<file path="src/rtl/mem_stage_hs_pkg.sv">
// Shared types for the memory stage: state encoding, load/store funct3
// codes, default-width data aliases and the natural-alignment helper.
package mem_stage_hs_pkg;

  localparam int unsigned XLEN_DEF = 32;

  typedef logic [XLEN_DEF-1:0] data_t;
  typedef logic [XLEN_DEF-1:0] addr_t;

  typedef logic [1:0] mem_state_e;
  localparam mem_state_e S_IDLE = 2'd0;
  localparam mem_state_e S_REQ  = 2'd1;
  localparam mem_state_e S_RSP  = 2'd2;

  localparam logic [2:0] F3_B  = 3'b000;
  localparam logic [2:0] F3_H  = 3'b001;
  localparam logic [2:0] F3_W  = 3'b010;
  localparam logic [2:0] F3_D  = 3'b011;
  localparam logic [2:0] F3_BU = 3'b100;
  localparam logic [2:0] F3_HU = 3'b101;
  localparam logic [2:0] F3_WU = 3'b110;

  // True when the byte offset is not a multiple of the access size.
  function automatic logic is_misaligned(input logic [2:0] funct3, input logic [2:0] off);
    logic [3:0] lsb_mask;
    lsb_mask = (4'd1 << funct3[1:0]) - 4'd1;
    return (off & lsb_mask[2:0]) != 3'd0;
  endfunction

endpackage

</file>
<file path="src/rtl/mem_lane_align.sv">
// Combinational lane steering: store byte enables and data shift, load
// right-shift and sign/zero extension. Bytes past the word edge are dropped.
module mem_lane_align
  import mem_stage_hs_pkg::*;
#(
  parameter int unsigned XLEN = 32,
  parameter int unsigned BE_W = XLEN / 8
) (
  input  logic [2:0]              funct3_i,
  input  logic [$clog2(BE_W)-1:0] off_i,
  input  logic [XLEN-1:0]         wdata_i,
  input  logic [XLEN-1:0]         rdata_i,
  output logic [BE_W-1:0]         be_o,
  output logic [XLEN-1:0]         wdata_o,
  output logic [XLEN-1:0]         rdata_o
);

  logic [BE_W-1:0] mask;
  logic [XLEN-1:0] sh;

  // Store: size mask shifted to the lane, data shifted by whole bytes.
  always_comb begin
    mask = '0;
    case (funct3_i[1:0])
      2'b00:   mask = BE_W'(1);
      2'b01:   mask = BE_W'(3);
      2'b10:   mask = BE_W'(4'hF);
      default: mask = (XLEN == 64) ? BE_W'(8'hFF) : '0;
    endcase
    be_o    = mask << off_i;
    wdata_o = wdata_i << {off_i, 3'b000};
  end

  // Load: bring the addressed byte to bit 0, then extend by funct3.
  always_comb begin
    sh      = rdata_i >> {off_i, 3'b000};
    rdata_o = '0;
    case (funct3_i)
      F3_B:    rdata_o = XLEN'($signed(sh[7:0]));
      F3_H:    rdata_o = XLEN'($signed(sh[15:0]));
      F3_W:    rdata_o = XLEN'($signed(sh[31:0]));
      F3_BU:   rdata_o = XLEN'(sh[7:0]);
      F3_HU:   rdata_o = XLEN'(sh[15:0]);
      F3_WU:   rdata_o = (XLEN == 64) ? XLEN'(sh[31:0]) : '0;
      F3_D:    rdata_o = (XLEN == 64) ? sh : '0;
      default: rdata_o = '0;
    endcase
  end

endmodule

</file>
<file path="src/rtl/mem_stage_hs.sv">
// Pipeline memory stage with valid/ready request and response handshake.
// Optional misaligned-access trap enabled by defining MEM_MISALIGN_TRAP_EN.
module mem_stage_hs
  import mem_stage_hs_pkg::*;
#(
  parameter int unsigned XLEN       = 32,
  parameter int unsigned REG_ADDR_W = 5,
  parameter int unsigned BE_W       = XLEN / 8  // derived from XLEN; leave at default
) (
  input  logic                  clk,
  input  logic                  reset,
  input  logic                  ex_valid,
  output logic                  ex_ready,
  input  logic [XLEN-1:0]       ex_alu_result,
  input  logic [XLEN-1:0]       ex_write_data,
  input  logic [2:0]            ex_funct3,
  input  logic                  ex_mem_read,
  input  logic                  ex_mem_write,
  input  logic                  ex_reg_write,
  input  logic [1:0]            ex_result_src,
  input  logic [REG_ADDR_W-1:0] ex_rd,
  input  logic [XLEN-1:0]       ex_pc_plus4,
  output logic                  mem_req_valid,
  input  logic                  mem_req_ready,
  output logic                  mem_req_we,
  output logic [XLEN-1:0]       mem_req_addr,
  output logic [XLEN-1:0]       mem_req_wdata,
  output logic [BE_W-1:0]       mem_req_be,
  input  logic                  mem_rsp_valid,
  input  logic [XLEN-1:0]       mem_rsp_rdata,
  output logic                  wb_valid,
  output logic                  wb_reg_write,
  output logic [1:0]            wb_result_src,
  output logic [REG_ADDR_W-1:0] wb_rd,
  output logic [XLEN-1:0]       wb_alu_result,
  output logic [XLEN-1:0]       wb_read_data,
  output logic [XLEN-1:0]       wb_pc_plus4
`ifdef MEM_MISALIGN_TRAP_EN
  ,
  output logic                  misalign_trap,
  output logic [XLEN-1:0]       misalign_addr
`endif
);

  localparam int unsigned OFFW = $clog2(BE_W);

  mem_state_e state_q, state_d;

  logic [XLEN-1:0]       h_addr_q, h_wdata_q, h_pc4_q;
  logic [2:0]            h_funct3_q;
  logic                  h_we_q, h_reg_write_q;
  logic [1:0]            h_result_src_q;
  logic [REG_ADDR_W-1:0] h_rd_q;

  logic                  wb_valid_q, wb_reg_write_q;
  logic [1:0]            wb_result_src_q;
  logic [REG_ADDR_W-1:0] wb_rd_q;
  logic [XLEN-1:0]       wb_alu_result_q, wb_read_data_q, wb_pc_plus4_q;

  logic            accept, ex_mem, misal;
  logic [BE_W-1:0] lane_be;
  logic [XLEN-1:0] lane_wdata, lane_rdata;

  assign ex_ready = (state_q == S_IDLE);
  assign accept   = ex_valid && ex_ready;
  assign ex_mem   = ex_mem_read || ex_mem_write;

`ifdef MEM_MISALIGN_TRAP_EN
  assign misal = ex_mem && is_misaligned(ex_funct3, 3'(ex_alu_result[OFFW-1:0]));
`else
  assign misal = 1'b0;
`endif

  mem_lane_align #(
    .XLEN (XLEN),
    .BE_W (BE_W)
  ) u_lane (
    .funct3_i (h_funct3_q),
    .off_i    (h_addr_q[OFFW-1:0]),
    .wdata_i  (h_wdata_q),
    .rdata_i  (mem_rsp_rdata),
    .be_o     (lane_be),
    .wdata_o  (lane_wdata),
    .rdata_o  (lane_rdata)
  );

  // Request fields come only from the holding register, so they stay stable in REQ.
  assign mem_req_valid = (state_q == S_REQ);
  assign mem_req_we    = h_we_q;
  assign mem_req_addr  = {h_addr_q[XLEN-1:OFFW], OFFW'(0)};
  assign mem_req_wdata = lane_wdata;
  assign mem_req_be    = h_we_q ? lane_be : '0;

  // Next-state: memory ops go through REQ; loads additionally wait in RSP.
  always_comb begin
    state_d = state_q;
    case (state_q)
      S_IDLE:  if (accept && ex_mem && !misal) state_d = S_REQ;
      S_REQ:   if (mem_req_ready) state_d = h_we_q ? S_IDLE : S_RSP;
      S_RSP:   if (mem_rsp_valid) state_d = S_IDLE;
      default: state_d = S_IDLE;
    endcase
  end

  // State register.
  always_ff @(posedge clk or negedge reset) begin
    if (!reset) state_q <= S_IDLE;
    else        state_q <= state_d;
  end

  // Holding register: captures the accepted instruction; a set write flag wins over read.
  always_ff @(posedge clk or negedge reset) begin
    if (!reset) begin
      h_addr_q       <= '0;
      h_wdata_q      <= '0;
      h_pc4_q        <= '0;
      h_funct3_q     <= '0;
      h_we_q         <= 1'b0;
      h_reg_write_q  <= 1'b0;
      h_result_src_q <= '0;
      h_rd_q         <= '0;
    end else if (accept) begin
      h_addr_q       <= ex_alu_result;
      h_wdata_q      <= ex_write_data;
      h_pc4_q        <= ex_pc_plus4;
      h_funct3_q     <= ex_funct3;
      h_we_q         <= ex_mem_write;
      h_reg_write_q  <= ex_reg_write;
      h_result_src_q <= ex_result_src;
      h_rd_q         <= ex_rd;
    end
  end

  // Write-back register: valid and reg_write pulse for one cycle, other fields hold.
  always_ff @(posedge clk or negedge reset) begin
    if (!reset) begin
      wb_valid_q      <= 1'b0;
      wb_reg_write_q  <= 1'b0;
      wb_result_src_q <= '0;
      wb_rd_q         <= '0;
      wb_alu_result_q <= '0;
      wb_read_data_q  <= '0;
      wb_pc_plus4_q   <= '0;
    end else begin
      wb_valid_q     <= 1'b0;
      wb_reg_write_q <= 1'b0;
      if (accept && (!ex_mem || misal)) begin
        wb_valid_q      <= 1'b1;
        wb_reg_write_q  <= ex_reg_write && !misal;
        wb_result_src_q <= ex_result_src;
        wb_rd_q         <= ex_rd;
        wb_alu_result_q <= ex_alu_result;
        wb_pc_plus4_q   <= ex_pc_plus4;
      end else if ((state_q == S_REQ && mem_req_ready && h_we_q) ||
                   (state_q == S_RSP && mem_rsp_valid)) begin
        wb_valid_q      <= 1'b1;
        wb_reg_write_q  <= h_reg_write_q;
        wb_result_src_q <= h_result_src_q;
        wb_rd_q         <= h_rd_q;
        wb_alu_result_q <= h_addr_q;
        wb_pc_plus4_q   <= h_pc4_q;
        if (state_q == S_RSP) wb_read_data_q <= lane_rdata;
      end
    end
  end

  assign wb_valid      = wb_valid_q;
  assign wb_reg_write  = wb_reg_write_q;
  assign wb_result_src = wb_result_src_q;
  assign wb_rd         = wb_rd_q;
  assign wb_alu_result = wb_alu_result_q;
  assign wb_read_data  = wb_read_data_q;
  assign wb_pc_plus4   = wb_pc_plus4_q;

`ifdef MEM_MISALIGN_TRAP_EN
  logic            trap_q;
  logic [XLEN-1:0] trap_addr_q;

  // Trap flag pulses with the write-back of a misaligned access; address holds.
  always_ff @(posedge clk or negedge reset) begin
    if (!reset) begin
      trap_q      <= 1'b0;
      trap_addr_q <= '0;
    end else begin
      trap_q <= accept && misal;
      if (accept && misal) trap_addr_q <= ex_alu_result;
    end
  end

  assign misalign_trap = trap_q;
  assign misalign_addr = trap_addr_q;
`endif

endmodule

</file>
<file path="config.mk">
export PLATFORM = sky130hd
export DESIGN_NAME = mem_stage_hs
export DESIGN_NICKNAME = d
export VERILOG_FILES = /design/src/rtl/mem_stage_hs_pkg.sv /design/src/rtl/mem_lane_align.sv /design/src/rtl/mem_stage_hs.sv
export SDC_FILE = /design/constraint.sdc
export NUM_CORES = 1
export LEC_CHECK = 0
export BUFFER_PORTS_ARGS = -buffer_cell sky130_fd_sc_hd__buf_2
export CAP_MARGIN = 5
export CORE_UTILIZATION = 30
export DETAILED_ROUTE_END_ITERATION = 16
export PLACE_DENSITY = 0.49
export SYNTH_ARGS = -nofsm -noshare
export SYNTH_HDL_FRONTEND = slang
export SYNTH_SLANG_ARGS = --single-unit
</file>
<file path="constraint.sdc">
create_clock -name clk -period 4.8 [get_ports clk]
set_clock_uncertainty 0.15 [all_clocks]
set_input_delay 0.24 -clock clk [delete_from_list [all_inputs] [get_ports clk]]
set_output_delay 0.24 -clock clk [all_outputs]
set_load 0.03 [all_outputs]
</file>
-- Word level (Yosys, flattened, before mapping)
Cells that the tools add are included.
- register bits: 215
- input port bits: 146
- logic and storage cells: 66
- equal/unequal tests: 11
- shift operators: 3
- mux-type cells: 20
- bitwise operators: 1
- reduce and logical (&&, ||, !) cells: 15
- operators with widths (operator ; count):
    $pmux 32 s5 ; 1
    $mux 32 ; 4
    $shl 32x5->32 ; 1
    $shr 32x5->32 ; 1
    $mux 2 ; 6
    $pmux 4 s3 ; 1
    $mux 5 ; 2
    $eq 3x3->1 const B ; 2
    $logic_and 1x1->1 ; 6
    $pmux 2 s3 ; 1
    $reduce_and 3->1 ; 2
    $eq 2x1->1 const B ; 2
    $eq 2x2->1 const B ; 2
    $logic_not 2->1 ; 2
    $mux 1 ; 4
    $mux 4 ; 1
    $ne 2x1->1 const B ; 2
    $shl 4x2->4 ; 1
    $eq 3x1->1 const B ; 1
    $eq 3x2->1 const B ; 1
    $logic_not 3->1 ; 1
    $logic_or 1x1->1 ; 2
    $ne 2x2->1 const B ; 1
    $reduce_bool 2->1 ; 1
    2 further kinds ; 2

-- Depth between registers and ports, before layout
- depth in word-level cells: 6
- depth in mapped cells: 7

-- Hierarchy
Synthesis repeated with hierarchy kept, for this count alone.
- cell total of the unflattened synthesis: 1223
- area total of the unflattened synthesis: 10601.4 um^2
- by module, submodules not included (module ; times used ; cells an instance ; area each (um^2) ; sequential area each (um^2)):
    mem_stage_hs ; 1 ; 1012 ; 9102.5 ; 5380.2
    mem_lane_align ; 1 ; 211 ; 1498.9 ; 0.0

-- Worst setup path before layout
No wires, ideal clock.
- path type: flip-flop to output port
- from: register h_addr_q[0]
- to: output port mem_req_be[0]
- arrival: 2.122 ns
- required time: 4.410 ns
- slack: 2.288 ns
- stages on the path, launching flop included: 6
- path buffers: 4
- cells stage by stage: dfrtp_1 buf_2 buf_2 buf_2 clkbuf_1 nor4_1
- word-level cells in the longest chain between the ends: 2
- ends and longest elaborated chain (what ; RTL line ; RTL):
    start, declared ; mem_stage_hs.sv:49 ; logic [XLEN-1:0] h_addr_q, h_wdata_q, h_pc4_q;
    start signal, assigned ; mem_stage_hs.sv:123 ; h_addr_q <= ex_alu_result;
    $shl 4x2->4 ; mem_lane_align.sv:30 ; be_o = mask << off_i;
    $mux 4 ; mem_stage_hs.sv:92 ; assign mem_req_be = h_we_q ? lane_be : '0;
    end, declared ; mem_stage_hs.sv:28 ; output logic [BE_W-1:0] mem_req_be,
No other way between the ends.

-- Final worst setup path
- from: register state_q[1]
- to: register state_q[0]
- word-level cells in the longest chain between the ends: 5
- elaborated cells on any way between the ends: 10
- those cells by class: 5 x eq/ne; 1 x mux; 4 x reduce/logical
- ends and longest elaborated chain (what ; RTL line ; RTL):
    start, declared ; mem_stage_hs.sv:47 ; mem_state_e state_q, state_d;
    start signal, assigned ; mem_stage_hs.sv:108 ; else state_q <= state_d;
    $logic_not 2->1 ; mem_stage_hs.sv:64, mem_stage_hs.sv:97 ;
    $logic_and 1x1->1 ; mem_stage_hs.sv:65 ; assign accept = ex_valid && ex_ready;
    $logic_and 1x1->1 ; mem_stage_hs.sv:98 ; S_IDLE: if (accept && ex_mem && !misal) state_d = S_REQ;
    $ne 2x1->1 (no source line) ; n/a ;
    $reduce_and 3->1 (no source line) ; n/a ;
Parallel ways exist; a longest one is shown, timed or not.
A chain may end at the register's enable or synchronous reset.

==> impl_results.md <==
- Outcome: completed
- Clock input transition at the sequential cells of the worst setup and hold paths: approximately 60 ps
- Average routed wire per standard cell: 16.8 um
- Total negative slack: 0 ps
- Global-route wire length before repair: between 40 and 50 mm
- First-pass iteration count of the detailed router: 4
- Required time at the worst-slack endpoint: 5120 ps
- Startpoint class of the critical path: flop
- GRT Total Usage: 0.167
- Vias post-DR: around 7,900
- Aggregate routed wire length: 28.6 mm
- RSZ-0062 raised after global routing: false
- Register bit total from synthesis: 215
- Highest clock rate: approximately 310 MHz
- Proportion of synthesized chip area in sequential cells: 0.543
- Cts bufs inserted: 26
- Flop2flop setup slack: around 1500 ps
- Top_reg_cell synth: sky130_fd_sc_hd__dfrtp_1
- Transition time of the tightest slew-check pin: 1130 ps
- Remaining DRCs: 0
- Worst IR Drop VDD: 0.000426 V
- Clock tree from TritonCTS: yes
- Synthesized area: roughly 9900 sq um
- Data arrival, critical path: 3580 ps
- Clk buf depth: 3
- Commonest cells after routing, fill and taps aside: 318 x sky130_fd_sc_hd__buf_2, 213 x sky130_fd_sc_hd__dfrtp_1, 140 x sky130_fd_sc_hd__dlygate4sd3_1
- Width of the chip: 184 um
- Critical path endpoint category: flop
- Vias in the first global route: 8,078
- Starting density of the core: 0.305
- End point of the worst hold path: wb_read_data[4]
- Static Leak: 6.90 nW
- Fraction of layout cells with a size suffix above 1: 0.390
- Synth Area per Inst: 11.9 sq um
- Worst hold path cell count: 5
- Final HPWL from detailed placement: 18.7 mm
- Pwr Density: 725 nW/um^2
- Largest net degree at the start of global routing: 120
- Final setup violation count: 0
- Antenna violations before repair: 1
- Most frequent standard cell in the layout excluding fill and tap cells: sky130_fd_sc_hd__buf_2
- I/O Buffers: 319
- Final total power: 10.1 mW
- Site Rows: 66
- Number of warning messages in the yosys log: 0
- Tightest hold margin: approximately 18 ps
- Height of the die: 184 um
- Starting DRT DRC Count: between 300 and 400
- Period utilisation layout: 0.679
- Count of cells along the worst register-to-register path: 6
- Number of flops mapped to enable cells by yosys: 0
- Placement Setup Slack: approximately 1900 ps
- Number of distinct library cell variants in the gate-level netlist after synthesis: 34
- Final min period: about 3300 ps
- Residual antenna-violating net count after detailed routing: 0
- Die ar.: 33,800 sq um
- Classification of the worst setup path: reg2reg
- Clock insertion delay at the later pin of the skew report: 540 ps
- Hold Path Class: in2reg
- Nets: 1,396
- Level count of the clock H-tree: 1
- Ports: 322
- Pins Over Slew Limit: 0
- Source of the worst hold timing path: mem_rsp_rdata[12]
- Weighted congestion at the end of routability-driven global placement: 0.768
- Area growth from synthesis to layout: 40.7%
- CTS Root Cell: sky130_fd_sc_hd__clkbuf_16
- Count of placed standard cells including taps: 1,520
- Cells after synthesis: 835
- Buffer count from post-CTS setup fixing: 0
- Share of synthesized registers carrying an async set or reset: 1.00
- Vias/cell: 4.64
- Grt ovf: 0
- CTS Sinks: 215
- Final worst setup slack: ~1500 ps
- Number of maximum-capacitance violations: 0
- Inserted Diodes: 0
- Tightest slew margin relative to the limit: 0.244
- Fin. Hold Viols: 0
- Placeable core region: between 30,000 and 40,000 sq um
- Biggest fanout along the worst timing path: 59
- Endpoint of the lowest-slack register-to-register path: state_q[0]
- Reg-to-reg critical path startpoint: state_q[1]
- Layout Cells excl Fill: 1,708
[per-layer routing]
layer	share of wire	GRT usage	up-vias
li1	-	-	3775
met4	0.023	0.0437	2
met1	0.42	0.210	3855
met2	0.47	0.275	245
met5	0.00035	0	-
met3	0.082	0.0525	40
[worst max path at each step]
stage                      from             to  slack (ps)  cells past startpoint
floorplan           h_addr_q[0]  mem_req_be[0]        2290                      5
global placement     state_q[1]    h_pc4_q[12]        1930                      4
detailed placement   state_q[1]    h_pc4_q[14]        1910                      4
CTS                  state_q[1]     state_q[0]        1520                      6
global route         state_q[1]     state_q[0]        1240                      6
finish               state_q[1]     state_q[0]        1540                      6
[synth_stat cells, types with 2 or more instances]
| cell type | count | area, sq um |
|---|---|---|
| sky130_fd_sc_hd__a211oi_1 | 8 | 60.1 |
| sky130_fd_sc_hd__buf_4 | 34 | 255 |
| sky130_fd_sc_hd__mux2i_1 | 73 | 731 |
| sky130_fd_sc_hd__a21o_1 | 30 | 225 |
| sky130_fd_sc_hd__and2_1 | 8 | 50.1 |
| sky130_fd_sc_hd__nor3_1 | 3 | 15.0 |
| sky130_fd_sc_hd__a221o_1 | 16 | 160 |
| sky130_fd_sc_hd__nand2b_1 | 5 | 31.3 |
| sky130_fd_sc_hd__nand3b_1 | 9 | 67.6 |
| sky130_fd_sc_hd__ha_1 | 4 | 50.1 |
| sky130_fd_sc_hd__nor2_1 | 21 | 78.8 |
| sky130_fd_sc_hd__o21ai_0 | 74 | 370 |
| sky130_fd_sc_hd__nor2b_1 | 9 | 56.3 |
| sky130_fd_sc_hd__a21oi_1 | 26 | 130 |
| sky130_fd_sc_hd__a32o_1 | 2 | 20.0 |
| sky130_fd_sc_hd__o22ai_1 | 3 | 18.8 |
| sky130_fd_sc_hd__buf_2 | 27 | 135 |
| sky130_fd_sc_hd__clkbuf_1 | 27 | 101 |
| sky130_fd_sc_hd__nor3b_2 | 2 | 25.0 |
| sky130_fd_sc_hd__nand2_1 | 73 | 274 |
| sky130_fd_sc_hd__a22o_1 | 30 | 263 |
| sky130_fd_sc_hd__mux2_2 | 113 | 1270 |
| sky130_fd_sc_hd__o21ai_1 | 7 | 35.0 |
| sky130_fd_sc_hd__dfrtp_1 | 215 | 5380 |
| sky130_fd_sc_hd__inv_1 | 7 | 26.3 |
[stage by stage]
| stage | area (sq um) | util |
|---|---|---|
| after floorplan | 9920 | - |
| after global placement | 11700 | 0.360 |
| after detailed placement | 11700 | 0.360 |
| after CTS | 13900 | 0.429 |
| after global routing | 13900 | 0.429 |
| final | 13900 | 0.429 |
[flip-flops by register name, indices dropped and copies added, names as in the netlist]
register	flops
h_reg_write_q	1
state_q	2
wb_read_data	32
h_addr_q	32
mem_req_we	1
wb_alu_result	32
wb_valid	1
h_result_src_q	2
wb_result_src	2
h_funct3_q	3
wb_rd	5
h_wdata_q	32
h_pc4_q	32
wb_reg_write	1
h_rd_q	5
wb_pc_plus4	32
[what timing repair did]
item | in CTS | in global routing
setup endpoints to repair | 0 | 0
gates resized for setup | 0 | 0
hold buffers | 140 | 0
hold endpoints to repair | 301 | 0
[layout make-up]
class,instances,area [sq um]
well taps,442,553
fillers,3209,18600
flip-flops and latches,215,5380
multi-input cells,525,4030
repair buffers,471,3110
inverters,7,26.3
clock buffers,37,732
clock inverters,11,113
[power by group]
| part | switching (mW) | internal (mW) | leakage (nW) | total [mW] |
|---|---|---|---|---|
| clock | 0.803 | 1.12 | 0.419 | 1.93 |
| combinational | 3.05 | 1.82 | 3.87 | 4.87 |
| sequential | 0.616 | 2.70 | 2.61 | 3.31 |
[cell families after synthesis]
logic type / synth area share
other cells: 0.000378
simple gates: 0.0646
fa+ha+maj: 0.00505
compound gates: 0.132
flops: 0.543
mux: 0.202
buf+inv: 0.0526
[worst max-delay path: stages, from the launching register on]
cell and delay, ps:
sky130_fd_sc_hd__dfrtp_1 440, sky130_fd_sc_hd__nor3b_4 220, sky130_fd_sc_hd__buf_4 620, sky130_fd_sc_hd__buf_4 800
sky130_fd_sc_hd__o21ai_0 180, sky130_fd_sc_hd__o21ai_0 120, sky130_fd_sc_hd__dlygate4sd3_1 570
Power figures use the tool's default switching activity.
